$ cat src/rtl/pulse_trigger_seq_pkg.sv
// rtl/pulse_trigger_seq_pkg.sv - shared constants, register map and state encoding for the trigger sequencer
package pulse_trigger_seq_pkg;

  localparam logic [7:0]  VERSION_DEFAULT = 8'd1;

  localparam logic [3:0]  ADDR_VERSION   = 4'd0;
  localparam logic [3:0]  ADDR_STATUS    = 4'd1;
  localparam logic [3:0]  ADDR_CONF      = 4'd2;
  localparam logic [3:0]  ADDR_PERIOD_LO = 4'd3;
  localparam logic [3:0]  ADDR_PERIOD_HI = 4'd4;
  localparam logic [3:0]  ADDR_COUNT_LO  = 4'd5;
  localparam logic [3:0]  ADDR_COUNT_HI  = 4'd6;
  localparam logic [3:0]  ADDR_HIGH      = 4'd7;
  localparam logic [3:0]  ADDR_TRIG_LO   = 4'd8;
  localparam logic [3:0]  ADDR_TRIG_HI   = 4'd9;
  localparam logic [3:0]  ADDR_STOP      = 4'd10;

  localparam logic [15:0] CONF_COUNT_RST = 16'd1;
  localparam logic [7:0]  CONF_HIGH_RST  = 8'd1;

  typedef enum logic [1:0] {
    ST_IDLE      = 2'd0,
    ST_HIGH      = 2'd1,
    ST_LOW       = 2'd2,
    ST_WAIT_DONE = 2'd3
  } state_t;

  function automatic logic [7:0] high_eff(input logic [7:0] high);
    return (high == 8'd0) ? 8'd1 : high;
  endfunction

  // The period must leave at least one low cycle after the strobe.
  function automatic logic [16:0] period_eff(input logic [15:0] period, input logic [7:0] high);
    logic [16:0] min_period;
    min_period = {9'd0, high} + 17'd1;
    return ({1'b0, period} > min_period) ? {1'b0, period} : min_period;
  endfunction

endpackage

$ cat src/rtl/pulse_trigger_seq_regs.sv
// rtl/pulse_trigger_seq_regs.sv - bus decode, configuration registers and registered read mux
module pulse_trigger_seq_regs
  import pulse_trigger_seq_pkg::*;
#(
  parameter int unsigned ABUSWIDTH = 16,
  parameter logic [7:0]  VERSION   = VERSION_DEFAULT
) (
  input  logic                 i_clk,
  input  logic                 i_rst,
  input  logic [ABUSWIDTH-1:0] i_add,
  input  logic [7:0]           i_data,
  input  logic                 i_wr,
  input  logic                 i_rd,
  output logic [7:0]           o_data,
  input  logic                 i_busy,
  input  logic                 i_done,
  input  logic [15:0]          i_trig_cnt,
  output logic                 o_soft_rst,
  output logic                 o_start,
  output logic                 o_stop,
  output logic                 o_ext_en,
  output logic                 o_wait_done,
  output logic [15:0]          o_period,
  output logic [15:0]          o_count,
  output logic [7:0]           o_high
);

  logic        w_sel;
  logic [3:0]  w_reg;
  logic        w_wr;
  logic        w_rst;
  logic [7:0]  w_rd_data;

  logic        r_ext_en;
  logic        r_wait_done;
  logic [15:0] r_period;
  logic [15:0] r_count;
  logic [7:0]  r_high;
  logic [7:0]  r_data;

  // Only the low 16 addresses are mapped; anything above must decode to nothing.
  assign w_sel      = (i_add[ABUSWIDTH-1:4] == '0);
  assign w_reg      = i_add[3:0];
  assign w_wr       = i_wr && w_sel;
  assign o_soft_rst = w_wr && (w_reg == ADDR_VERSION);
  assign o_start    = w_wr && (w_reg == ADDR_STATUS);
  assign o_stop     = w_wr && (w_reg == ADDR_STOP);
  assign w_rst      = i_rst || o_soft_rst;

  always_comb begin
    w_rd_data = 8'd0;
    if (w_sel) begin
      case (w_reg)
        ADDR_VERSION:   w_rd_data = VERSION;
        ADDR_STATUS:    w_rd_data = {6'd0, i_busy, i_done};
        ADDR_CONF:      w_rd_data = {6'd0, r_wait_done, r_ext_en};
        ADDR_PERIOD_LO: w_rd_data = r_period[7:0];
        ADDR_PERIOD_HI: w_rd_data = r_period[15:8];
        ADDR_COUNT_LO:  w_rd_data = r_count[7:0];
        ADDR_COUNT_HI:  w_rd_data = r_count[15:8];
        ADDR_HIGH:      w_rd_data = r_high;
        ADDR_TRIG_LO:   w_rd_data = i_trig_cnt[7:0];
        ADDR_TRIG_HI:   w_rd_data = i_trig_cnt[15:8];
        default:        w_rd_data = 8'd0;
      endcase
    end
  end

  always_ff @(posedge i_clk) begin
    if (w_rst) begin
      r_ext_en    <= 1'b0;
      r_wait_done <= 1'b0;
      r_period    <= 16'd0;
      r_count     <= CONF_COUNT_RST;
      r_high      <= CONF_HIGH_RST;
      r_data      <= 8'd0;
    end else begin
      if (w_wr) begin
        case (w_reg)
          ADDR_CONF: begin
            r_ext_en    <= i_data[0];
            r_wait_done <= i_data[1];
          end
          ADDR_PERIOD_LO: r_period[7:0]  <= i_data;
          ADDR_PERIOD_HI: r_period[15:8] <= i_data;
          ADDR_COUNT_LO:  r_count[7:0]   <= i_data;
          ADDR_COUNT_HI:  r_count[15:8]  <= i_data;
          ADDR_HIGH:      r_high         <= i_data;
          default: ;
        endcase
      end
      if (i_rd) r_data <= w_rd_data;
    end
  end

  assign o_data      = r_data;
  assign o_ext_en    = r_ext_en;
  assign o_wait_done = r_wait_done;
  assign o_period    = r_period;
  assign o_count     = r_count;
  assign o_high      = r_high;

endmodule

$ cat src/rtl/pulse_trigger_seq.sv
// rtl/pulse_trigger_seq.sv - start-strobe train sequencer feeding the pulse generator EXT_START input
module pulse_trigger_seq
  import pulse_trigger_seq_pkg::*;
#(
  parameter int unsigned ABUSWIDTH = 16,
  parameter logic [7:0]  VERSION   = VERSION_DEFAULT
) (
  input  logic                 BUS_CLK,
  input  logic                 RST,
  input  logic [ABUSWIDTH-1:0] BUS_ADD,
  input  logic [7:0]           BUS_DATA_IN,
  output logic [7:0]           BUS_DATA_OUT,
  input  logic                 BUS_WR,
  input  logic                 BUS_RD,
  input  logic                 TRIG_IN,
  input  logic                 GEN_DONE,
  output logic                 EXT_START,
  output logic                 BUSY
);

  logic        w_soft_rst;
  logic        w_start;
  logic        w_stop;
  logic        w_rst;
  logic        w_conf_ext_en;
  logic        w_conf_wait_done;
  logic [15:0] w_conf_period;
  logic [15:0] w_conf_count;
  logic [7:0]  w_conf_high;
  logic [7:0]  w_high_eff;
  logic [16:0] w_period_eff;
  logic        w_go;
  logic        w_last;
  logic        w_high_end;
  logic        w_period_end;
  logic        w_enter_high;
  state_t      w_state_nxt;

  state_t      r_state;
  logic        r_done;
  logic        r_arm;
  logic [15:0] r_trig_cnt;
  logic [16:0] r_per_cnt;
  logic [2:0]  r_trig_sync;
  logic        r_trig_rise;

  pulse_trigger_seq_regs #(
    .ABUSWIDTH (ABUSWIDTH),
    .VERSION   (VERSION)
  ) u_regs (
    .i_clk       (BUS_CLK),
    .i_rst       (RST),
    .i_add       (BUS_ADD),
    .i_data      (BUS_DATA_IN),
    .i_wr        (BUS_WR),
    .i_rd        (BUS_RD),
    .o_data      (BUS_DATA_OUT),
    .i_busy      (BUSY),
    .i_done      (r_done),
    .i_trig_cnt  (r_trig_cnt),
    .o_soft_rst  (w_soft_rst),
    .o_start     (w_start),
    .o_stop      (w_stop),
    .o_ext_en    (w_conf_ext_en),
    .o_wait_done (w_conf_wait_done),
    .o_period    (w_conf_period),
    .o_count     (w_conf_count),
    .o_high      (w_conf_high)
  );

  assign w_rst        = RST || w_soft_rst;
  assign w_high_eff   = high_eff(w_conf_high);
  assign w_period_eff = period_eff(w_conf_period, w_high_eff);
  assign w_go         = w_start || (w_conf_ext_en && r_trig_rise);
  assign w_last       = (w_conf_count != 16'd0) && (r_trig_cnt == w_conf_count);
  // >= rather than == so a CONF shrink mid-strobe cannot skip the terminal count.
  assign w_high_end   = (r_per_cnt >= ({9'd0, w_high_eff} - 17'd1));
  assign w_period_end = (r_per_cnt >= (w_period_eff - 17'd1));
  assign w_enter_high = (w_state_nxt == ST_HIGH) && (r_state != ST_HIGH);

  always_comb begin
    w_state_nxt = r_state;
    EXT_START   = 1'b0;
    BUSY        = 1'b1;
    case (r_state)
      ST_IDLE: begin
        BUSY = 1'b0;
        if (w_go) w_state_nxt = ST_HIGH;
      end
      ST_HIGH: begin
        EXT_START = 1'b1;
        if (w_high_end) w_state_nxt = ST_LOW;
      end
      ST_LOW: begin
        if (w_period_end) begin
          if (w_last)                w_state_nxt = ST_IDLE;
          else if (w_conf_wait_done) w_state_nxt = ST_WAIT_DONE;
          else                       w_state_nxt = ST_HIGH;
        end
      end
      ST_WAIT_DONE: begin
        if (r_arm && GEN_DONE) w_state_nxt = ST_HIGH;
      end
      default: w_state_nxt = ST_IDLE;
    endcase
    if (w_stop) w_state_nxt = ST_IDLE;
  end

  always_ff @(posedge BUS_CLK) begin
    if (w_rst) begin
      r_state     <= ST_IDLE;
      r_done      <= 1'b1;
      r_arm       <= 1'b0;
      r_trig_cnt  <= 16'd0;
      r_per_cnt   <= 17'd0;
      r_trig_sync <= 3'd0;
      r_trig_rise <= 1'b0;
    end else begin
      r_state     <= w_state_nxt;
      // Two synchroniser flops, a history flop, then a registered rising-edge pulse.
      r_trig_sync <= {r_trig_sync[1:0], TRIG_IN};
      r_trig_rise <= r_trig_sync[1] && !r_trig_sync[2];

      if (r_state == ST_IDLE && w_state_nxt == ST_HIGH) begin
        r_done     <= 1'b0;
        r_trig_cnt <= 16'd0;
      end else begin
        if (r_state != ST_IDLE && w_state_nxt == ST_IDLE) r_done <= 1'b1;
        if (r_state == ST_HIGH && r_per_cnt == 17'd0) r_trig_cnt <= r_trig_cnt + 16'd1;
      end

      if (w_enter_high)                                    r_per_cnt <= 17'd0;
      else if (r_state == ST_HIGH || r_state == ST_LOW)    r_per_cnt <= r_per_cnt + 17'd1;

      // Arm tracks a GEN_DONE low seen anywhere since the current strobe began.
      if (w_enter_high)                            r_arm <= 1'b0;
      else if (!GEN_DONE && r_state != ST_IDLE)    r_arm <= 1'b1;
    end
  end

endmodule
$ cat config.mk
export PLATFORM = sky130hd
export DESIGN_NAME = pulse_trigger_seq
export DESIGN_NICKNAME = d
export VERILOG_FILES = /design/src/rtl/pulse_trigger_seq_pkg.sv /design/src/rtl/pulse_trigger_seq_regs.sv /design/src/rtl/pulse_trigger_seq.sv
export SDC_FILE = /design/constraint.sdc
export NUM_CORES = 1
export LEC_CHECK = 0
export ABC_AREA = 1
export CAP_MARGIN = 20
export CORE_MARGIN = 10
export CORE_UTILIZATION = 40
export DETAILED_ROUTE_END_ITERATION = 8
export SYNTH_ARGS = -nofsm -noshare
export SYNTH_HDL_FRONTEND = slang
export SYNTH_SLANG_ARGS = --single-unit
$ cat constraint.sdc
create_clock -name BUS_CLK -period 5.73 [get_ports BUS_CLK]
set_clock_uncertainty 0.15 [all_clocks]
set_input_delay 1.146 -clock BUS_CLK [delete_from_list [all_inputs] [get_ports BUS_CLK]]
set_output_delay 1.146 -clock BUS_CLK [all_outputs]
set_load 0.02 [all_outputs]
* Word-level counts from Yosys, hierarchy flattened *
Index checks and enable logic that the tools add are counted.

operators by class
  add/sub/neg operators = 5
  magnitude comparators = 3
  equality and inequality tests = 16
  muxes and demuxes = 16
  reduce and logical (&&, ||, !) cells = 35

operator list
  cell                                                count
  one-hot mux 8 bit (10 select lines)                 1
  >= comparator 17 bit                                2
  adder 17 x 1 -> 17 bit, second input constant       1
  logical NOT 17 bit                                  1
  subtractor 16 x 1 -> 17 bit, second input constant  1
  adder 16 x 1 -> 16 bit, second input constant       1
  == test 16 bit                                      1
  == test 4 x 3 -> 1 bit, second input constant       4
  > comparator 16 x 9 -> 1 bit                        1
  2-to-1 mux 16 bit                                   1
  2-to-1 mux 8 bit                                    2
  nonzero test 16 bit                                 1
  2-to-1 mux 2 bit                                    7
  logical AND 1 bit                                   13
  == test 4 bit, second input constant                3
  logical NOT 12 bit                                  1
  AND reduction 2 bit                                 6
  adder 8 x 1 -> 9 bit, second input constant         1
  subtractor 8 x 1 -> 9 bit, second input constant    1
  == test 4 x 2 -> 1 bit, second input constant       2
  logical NOT 8 bit                                   1
  one-hot mux 2 bit (4 select lines)                  1
  == test 2 x 1 -> 1 bit, second input constant       2
  == test 2 bit, second input constant                2
  other kinds (9)                                     18

word-level totals
  bits in registers = 91
  bits of input ports = 30
  output and inout bits = 10
  word-level logic and storage cells = 90

* Longest topological paths before layout *
Gate-level depths: netlist (run 1).

  depth after elaboration = 14
  mapped depth = 43
  mapped depth without buffers = 41

* Cells and area by module *
Synthesis (run 1) repeated with hierarchy kept, for this count alone.

second synthesis, totals
  cell total of the unflattened synthesis = 1159
  area total of the unflattened synthesis = 7071.8 um^2

by module, submodules not included
  module                  times used  cells an instance  area an instance (um^2)  seq. area each (um^2)
  pulse_trigger_seq       1           769                4606.9                   820.8
  pulse_trigger_seq_regs  1           390                2464.9                   1001.0

* Worst setup path after synthesis (run 1) *
Ideal clock, no wire load.

  kind = reg2reg
  start point = register u_regs.r_high[4] (netlist: u_regs.o_high[4])
  end point = register r_trig_cnt[6]
  library setup time = 0.116 ns
  arrival time = 4.708 ns
  required time = 5.464 ns
  setup slack = 0.757 ns
  stages on the path, launching flop included = 42
  buffers on the path = 3
  period minus slack after synthesis = 4.973 ns
  cells stage by stage = dfxtp_1 -> clkbuf_1 -> nor4_1 -> nand3_1 -> nand2_1 -> inv_1 -> ha_1 -> inv_1 -> ha_1 -> inv_1 -> o21bai_1 -> nand2_1 -> nand2_1 -> nand2_1 -> nand2_1 -> nand2_2 -> nand2_4 -> nand2_8 -> (+6 left out) -> nand3_1 -> nand2_1 -> nand2_1 -> ha_1 -> nand2_1 -> nor2_1 -> and2_1 -> nand3_1 -> nand2_1 -> nor2_1 -> nand3_1 -> nand3_1 -> nand3_1 -> nand3_1 -> nand3_1 -> nand2_2 -> buf_6 -> nor2_1

on the way
  cells in the longest elaborated chain, start to end = 13
  elaborated cells between the ends (all ways) = 16
  those cells by class = 3 x add/sub; 3 x order compare; 1 x eq/ne; 6 x mux; 3 x reduce/logical

RTL lines
  element                                  line                          source
  from (decl)                              pulse_trigger_seq_regs.sv:38  logic [7:0] r_high;
  from (signal assigned)                   pulse_trigger_seq_regs.sv:88  ADDR_HIGH: r_high <= i_data;
  logical NOT 8 bit                        pulse_trigger_seq_pkg.sv:29   return (high == 8'd0) ? 8'd1 : high;
  2-to-1 mux 8 bit (*)                     pulse_trigger_seq_pkg.sv:29
  adder 8 x 1 -> 9 bit                     pulse_trigger_seq_pkg.sv:35   min_period = {9'd0, high} + 17'd1;
  > comparator 16 x 9 -> 1 bit             pulse_trigger_seq_pkg.sv:36   return ({1'b0, period} > min_period) ? {1'b0, period} : min_period;
  2-to-1 mux 16 bit                        pulse_trigger_seq_pkg.sv:36
  subtractor 16 x 1 -> 17 bit              pulse_trigger_seq.sv:78       assign w_period_end = (r_per_cnt >= (w_period_eff - 17'd1));
  >= comparator 17 bit                     pulse_trigger_seq.sv:78
  2-to-1 mux 2 bit                         pulse_trigger_seq.sv:95       if (w_period_end) begin
  one-hot mux 2 bit (4 select lines) (*)   pulse_trigger_seq.sv:85       case (r_state)
  2-to-1 mux 2 bit (*)                     pulse_trigger_seq.sv:106      if (w_stop) w_state_nxt = ST_IDLE;
  == test 2 x 1 -> 1 bit (*)               pulse_trigger_seq.sv:124      if (r_state == ST_IDLE && w_state_nxt == ST_HIGH) begin
  logical AND 1 bit (*)                    pulse_trigger_seq.sv:124
  OR reduction 2 bit (no source line) (*)  n/a
  to (signal assigned)                     pulse_trigger_seq.sv:129      if (r_state == ST_HIGH && r_per_cnt == 17'd0) r_trig_cnt <= r_trig_cnt + 16'd1;
  to (decl)                                pulse_trigger_seq.sv:42       logic [15:0] r_trig_cnt;

Every way passes the cells marked *; elsewhere a longest branch is shown, timed or not.
A chain may end at the register's enable or synchronous reset.

* Worst setup path after layout (run 1) *
  start point = register u_regs.r_high[7] (netlist: u_regs.o_high[7])
  end point = register r_trig_cnt[2]

Same word-level chain as after synthesis.

==> results of run 1 <==
## placed cells by master (no fill, tap or decap), types with 5 or more instances in the layout
cell / count
ha_1: 51
clkdlybuf4s50_1: 39
nand3_1: 53
o22ai_1: 17
inv_1: 143
nand2_4: 10
nor2_4: 5
nand2_1: 234
nor2_1: 113
o21ai_1: 5
dfxtp_1: 91
nor2_2: 14
nand2_2: 8
nor3_2: 5
o21ai_0: 54
nand3_2: 7
a21oi_1: 70
nor3_1: 8
xor2_1: 34
inv_2: 8
clkbuf_16: 9
nand4_1: 23
## cells in the mapped netlist (5+ instances only)
cell      count  area share, %
nand4_1      23            2.1
clkbuf_1     11           0.61
a21oi_1      70            5.2
nand2_4       7            1.2
nor2_1      116            6.5
nor3_2        6           0.89
nor3_1        8           0.59
nor2_2       12            1.1
o22ai_1      17            1.6
xor2_1       34            4.4
nand2_2       7           0.65
inv_1       143            8.0
o21ai_2       5           0.65
nand2_1     235             13
o21ai_0      54            4.0
dfxtp_1      91             27
inv_2         8           0.45
nand3_1      56            4.2
ha_1         53            9.8
o21ai_1       5           0.37
nand3_2       6           0.89
## final cells by class
cell class | count | area [um2] | area share, %
Timing Repair Buffer | 43 | 420 | 5.39
Tap cell | 220 | 275 | 3.53
Clock buffer | 9 | 225 | 2.89
Multi-Input combinational cell | 760 | 4410 | 56.6
Sequential cell | 91 | 1820 | 23.4
Inverter | 152 | 571 | 7.32
Clock inverter | 7 | 72.6 | 0.931
## routing by layer
metal | part of all wire [%] | global-route usage (%) | up-vias
met5 | 0 | 0 | -
met4 | 2.0 | 6.22 | 0
met3 | 5.7 | 4.20 | 26
met2 | 47 | 30.1 | 167
met1 | 45 | 22.8 | 3038
li1 | - | - | 3394
## sequential cells by signal, indices dropped and copies added (netlist names)
| name | cells |
|---|---|
| r_per_cnt | 17 |
| r_trig_cnt | 16 |
| u_regs.o_count | 16 |
| u_regs.o_period | 16 |
| u_regs.o_data | 8 |
| u_regs.o_high | 8 |
| r_trig_sync | 3 |
| r_state | 2 |
| r_arm | 1 |
| r_done | 1 |
| r_trig_rise | 1 |
| u_regs.o_ext_en | 1 |
| u_regs.o_wait_done | 1 |
## per-stage QoR
step / setup TNS [ns] / std cells
2_1_floorplan: 0 / 1014
3_3_place_gp: 0 / 1261
3_5_place_dp: 0 / 1261
4_1_cts: 0 / 1277
5_1_grt: -1.47 / 1282
6_report: 0 / 1282
## kinds of logic (layout without fill, tap and decap cells)
group	count (synthesis)	count (layout)
AND/OR/NAND/NOR	495	499
AO/OA/AOI/OAI	170	170
buffers and inverters	167	211
flip-flops	91	91
adder cells (fa/ha/maj)	53	53
XOR/XNOR	38	38
## final timing paths
kind	startpoint	cells after the start	slack, ns	end
setup / recovery	u_regs.o_high[7]$_SDFFE_PP0P_	34	0.43	r_trig_cnt[2]$_SDFFE_PP0P_
setup reg to reg	u_regs.o_high[7]$_SDFFE_PP0P_	34	0.43	r_trig_cnt[2]$_SDFFE_PP0P_
hold reg to reg	r_trig_sync[2]$_SDFF_PP0_	1	0.24	r_trig_rise$_SDFF_PP0_
hold / removal	r_trig_sync[2]$_SDFF_PP0_	1	0.24	r_trig_rise$_SDFF_PP0_
## where the power goes
part | internal [mW] | switching (mW)
combinational | 0.127 | 0.240
clock | 0.307 | 0.301
sequential | 0.648 | 0.0174
total | 1.08 | 0.558
## what timing repair did
action	4_1_cts	5_1_grt
setup endpoints to repair	0	37
resized for setup	0	23
buffers inserted	0	1
==> impl_results.md, run 1 <==
* Outcome: finished, final reports clean
* Clk sinks at 91
* Layout area overhead at 15.8%
* TritonCTS clock tree: yes
* Setup crit start kind: flop
* Starting density of the core at 40.7%
* Vias at 6,625
* Worst rel slew slack at 41.1%
* Max Slew Vio Count at 0
* Initial antenna violation count at 0
* Synth Area in Simple Gates at 34.1%
* Largest net degree at the start of global routing at 42
* Post-synthesis mux area share at 0%
* Unrepaired setup endpoints after global routing: yes
* Yosys cell types at 47
* Total number of yosys warnings at 0
* WP data required at 5.83 ns
* Final worst setup slack at 0.426 ns
* Post-synthesis net count at 1,097
* PwrDens at 210 nW/um2
* FP Rows at 47
* Tmin final at 5.30 ns
* Number of max-cap violations at 0
* Hold-fix buffers at CTS at 0
* Ports at 40
* Max incr delay on CP at 0.36 ns
* CP delay by family, top: simple AND/OR/NAND/NOR gates
* WHS at 0.241 ns
* Top cell by count, worst path: nand2_1
* Fin. Hold Viols at 0
* First-pass GRT wire length at 32,600 um
* Final setup fails at 0
* Core box area at 16,500 um2
* Sequential element share of the synthesized area at 27.1%
* Final instance area at 7790 um2
* Worst-path clk slew at 0.07 ns
* DR iter-0 viols at 541
* Post-synth EDFFs at 0
* Leakage at 3.44 nW
* Crit path capture type: flop
* Synth Area in Adders at 9.85%
* Drt first pass iters at 5
* Drt drc at 0
* Die height at 150 um
* GRT Total Usage at 18.2%
* Ant. Diodes at 0
* Die ar. at 22,400 um2
* Layout Nets at 1,140
* Vias/cell at 5.17
* Max clock buf depth at 2
* Port Buffers at 39
* Grt total ovfl at 0
* CTS Buf Count at 9
* Die width at 150 um
* Power Total at 1.64 mW
* Final WL at 20,900 um
* Fraction of registers with async set/reset at 0%
* Worst path buffer plus inverter count at 3
* Dpl ws at 0.168 ns
* Compound-gate portion of the synthesized area at 14.3%
* Synthesized instance count at 1,014
* DP Area at 7330 um2
* Mapped cell area at 6730 um2
* HPWL Detailed at 16,300 um
* Vias in the first global route at 6,141
* Max Freq at 0.189 GHz
* Setup CP Type: flop to flop
* Largest family of logic cells by synthesized area: simple AND/OR/NAND/NOR gates
* Worst hold path type: flop to flop
* CP max FO at 17
* Syn Area/Cell at 6.64 um2
* Fillers at 1,684
* Most used DFF post-synth: dfxtp_1
* Worst Tran Pin Value at 0.882 ns
* Antenna viol nets, final at 0
* Routed len/inst at 16.3 um
* Final core utilization at 47.2%
* Layout cells sized above 1 at 9.23%
* CP max-delay cell: dfxtp_1
* Xor and xnor area share after synthesis at 4.94%
* VDD IR max at 0.179 mV
* CP Data Arrival Time at 5.41 ns
* Period utilization at 92.6%
* Clock latency on the worst-skew pair at 0.36 ns
* Htree depth at 3
* Routability cong. at 0.900
* Root buffer cell: clkbuf_16
* Yosys reg bits at 91
Power figures use the tool's default switching activity.
==> inputs of run 2 (changes only) <==
- CTS_BUF_LIST: not set -> sky130_fd_sc_hd__clkbuf_4 sky130_fd_sc_hd__clkbuf_8
- PLACE_DENSITY: not set -> 0.63
- clock period: 5.73 -> 5.3 ns (I/O delays scaled with it)
==> impl_results.md, run 2 (same netlist as run 1, synthesis figures left out) <==
* Outcome: finished, final reports clean
* Final core utilization at 49.9% (+2.7 points)
* Layout Nets at 1,159 (+1.7%)
* Dpl cells at 1,270 (+0.71%)
* Commonest non-fill, non-tap cell in the layout: nand2_1
* Commonest cells after routing, fill and taps aside: nand2_1, inv_1, nor2_1
* Switching power at 0.596 mW (+6.8%)
* Setup crit start kind: flop
* Vias/cell at 5.19 (+0.47%)
* CP max-delay cell: dfxtp_1
* Ant. Diodes at 0 (unchanged)
* Sw Share at 35.1% (+1.1 points)
* CP max FO at 8 (-9)
* Setup TNS Final at 0 ns (unchanged)
* Leakage at 3.55 nW (+3.2%)
* DR iter-0 viols at 453 (-16%)
* Worst hold path type: flop to flop
* Grt total ovfl at 0 (unchanged)
* Max incr delay on CP at 0.36 ns (about the same)
* Routability cong. at 0.940 (+4.5%)
* Clk sinks at 91 (unchanged)
* Vias at 6,755 (+2.0%)
* Max Slew Vio Count at 0 (unchanged)
* WP data required at 5.44 ns (-0.39 ns)
* Largest net degree at the start of global routing at 43 (+2.4%)
* Drt first pass iters at 7 (+2)
* HPWL Detailed at 16,300 um (about the same)
* Setup CP Type: flop to flop
* Max Freq at 0.195 GHz (+3.6%)
* TritonCTS clock tree: yes
* Fillers at 1,642 (-2.5%)
* Root buffer cell: clkbuf_8
* Worst Tran Pin Value at 1.09 ns (+0.204 ns)
* Sequential Power Share at 42.3% (+1.7 points)
* Layout area overhead at 22.5%
* Fin. Hold Viols at 0 (unchanged)
* First-pass GRT wire length at 32,600 um (about the same)
* Port Buffers at 39 (unchanged)
* Vias in the first global route at 6,313 (+2.8%)
* Drt drc at 0 (unchanged)
* Crit path capture type: flop
* Period utilization at 96.6% (+4.0 points)
* PwrDens at 206 nW/um2 (-2.2%)
* Ports at 40 (unchanged)
* Internal power at 1.10 mW (+1.9%)
* Final WL at 21,300 um (+1.9%)
* CP Data Arrival Time at 5.26 ns (-0.15 ns)
* CTS Buf Count at 9 (unchanged)
* Final setup fails at 0 (unchanged)
* Die ar. at 22,400 um2 (unchanged)
* Max FFs per register at 17 (unchanged)
* Unrepaired setup endpoints after global routing: yes
* Number of max-cap violations at 0 (unchanged)
* Comb power frac at 27.2% (+4.9 points)
* Tmin final at 5.12 ns (-0.185 ns)
* Largest Register: r_per_cnt
* Antenna viol nets, final at 0 (unchanged)
* Top cell by count, worst path: nand2_1
* Clock latency on the worst-skew pair at 0.39 ns (+0.03 ns)
* Worst-path clk slew at 0.10 ns (+0.03 ns)
* VDD IR max at 0.161 mV (-10%)
* Layout cells sized above 1 at 16.7% (+7.4 points)
* Fin cells at 1,301 (+1.5%)
* Htree depth at 3 (unchanged)
* Initial antenna violation count at 0 (unchanged)
* WHS at 0.253 ns (+0.0116 ns)
* Worst rel slew slack at 27.5% (-14 points)
* Max clock buf depth at 2 (unchanged)
* Core box area at 16,500 um2 (unchanged)
* Die width at 150 um (unchanged)
* Routed len/inst at 16.3 um (+0.38%)
* FP Rows at 47 (unchanged)
* GRT Total Usage at 18.3% (+0.090 points)
* Starting density of the core at 40.7% (unchanged)
* Die height at 150 um (unchanged)
* Clock power frac at 30.5% (-6.6 points)
==> run 2: changes by cell type in the layout (fill, tap and decap cells not counted), moves of 6 or more <==
cell       previous run  this run
buf_4                 4        18
clkbuf_16             9         0
clkbuf_8              0        10
ha_1                 51        45
ha_4                  1         8
nand2_1             234       222
nand2_2               8        17
nand3_1              53        46
nor2_1              113        90
nor2_2               14        26
nor2_4                5        16
==> run 2: timing repair <==
| item | 4_1_cts | 5_1_grt |
|---|---|---|
| endpoints found under the hold margin | 0 | 0 |
| hold buffers | 0 | 0 |
| resized for setup | 5 | 107 |
| cloned | 1 | 4 |
| pin swaps | 0 | 46 |
| buffers inserted | 0 | 10 |
| setup endpoints to repair | 34 | 37 |
==> run 2: worst paths after layout <==
kind | cells after the start | slack [ns] | to | from
hold reg to reg | 1 | 0.25 | r_trig_rise$_SDFF_PP0_ | r_trig_sync[2]$_SDFF_PP0_
setup / recovery | 35 | 0.18 | r_trig_cnt[1]$_SDFFE_PP0P_ | u_regs.o_high[4]$_SDFFE_PP0P_
hold / removal | 1 | 0.25 | r_trig_rise$_SDFF_PP0_ | r_trig_sync[2]$_SDFF_PP0_
setup reg to reg | 35 | 0.18 | r_trig_cnt[1]$_SDFFE_PP0P_ | u_regs.o_high[4]$_SDFFE_PP0P_
==> run 2: worst max-delay path, delay by kind of cell (launching register included) <==
| family | cells | cell delay, ns |
|---|---|---|
| simple gates | 20 | 2.23 |
| compound gates | 5 | 0.71 |
| flops | 1 | 0.36 |
| buf+inv | 6 | 0.51 |
| fa+ha+maj | 4 | 1.04 |
==> run 2: layout make-up <==
class / instances / area [um2] / area share [%]
Multi-Input combinational cell: 761 / 4800 / 58.2
Clock buffer: 10 / 138 / 1.67
Tap cell: 220 / 275 / 3.34
Timing Repair Buffer: 61 / 571 / 6.92
Sequential cell: 91 / 1820 / 22.1
Inverter: 152 / 573 / 6.95
Clock inverter: 6 / 68.8 / 0.834
==> run 2: power groups by stage <==
stage	sequential (mW)	clock (mW)	combinational [mW]
floorplan	0.729	0	0.230
global placement	0.734	0	0.334
detailed placement	0.734	0	0.332
CTS	0.718	0.527	0.349
global route	0.721	0.548	0.506
finish	0.718	0.518	0.462
==> run 2: metal layers <==
metal | vias up | global-route usage, % | part of all wire, %
met5 | - | 0 | 0
met4 | 0 | 6.27 | 3.0
met3 | 42 | 3.35 | 4.1
met2 | 167 | 30.8 | 48
met1 | 3120 | 23.0 | 45
li1 | 3426 | - | -
==> run 2: metrics by stage <==
| step | setup slack, ns | total power [mW] | area [um2] |
|---|---|---|---|
| after global routing | -0.153 | 1.77 | 8250 |
| after detailed placement | -0.0648 | 1.07 | 7400 |
| after floorplan | 0.327 | 0.960 | 6730 |
| final | 0.181 | 1.70 | 8250 |
| after global placement | 0.0187 | 1.07 | 7400 |
| after CTS | 0.0116 | 1.59 | 7630 |
==> inputs of run 3 (changes only) <==
- SLEW_MARGIN: not set -> 20
==> results of run 3 <==
Final layout, timing and power as in run 2 (identical DEF).
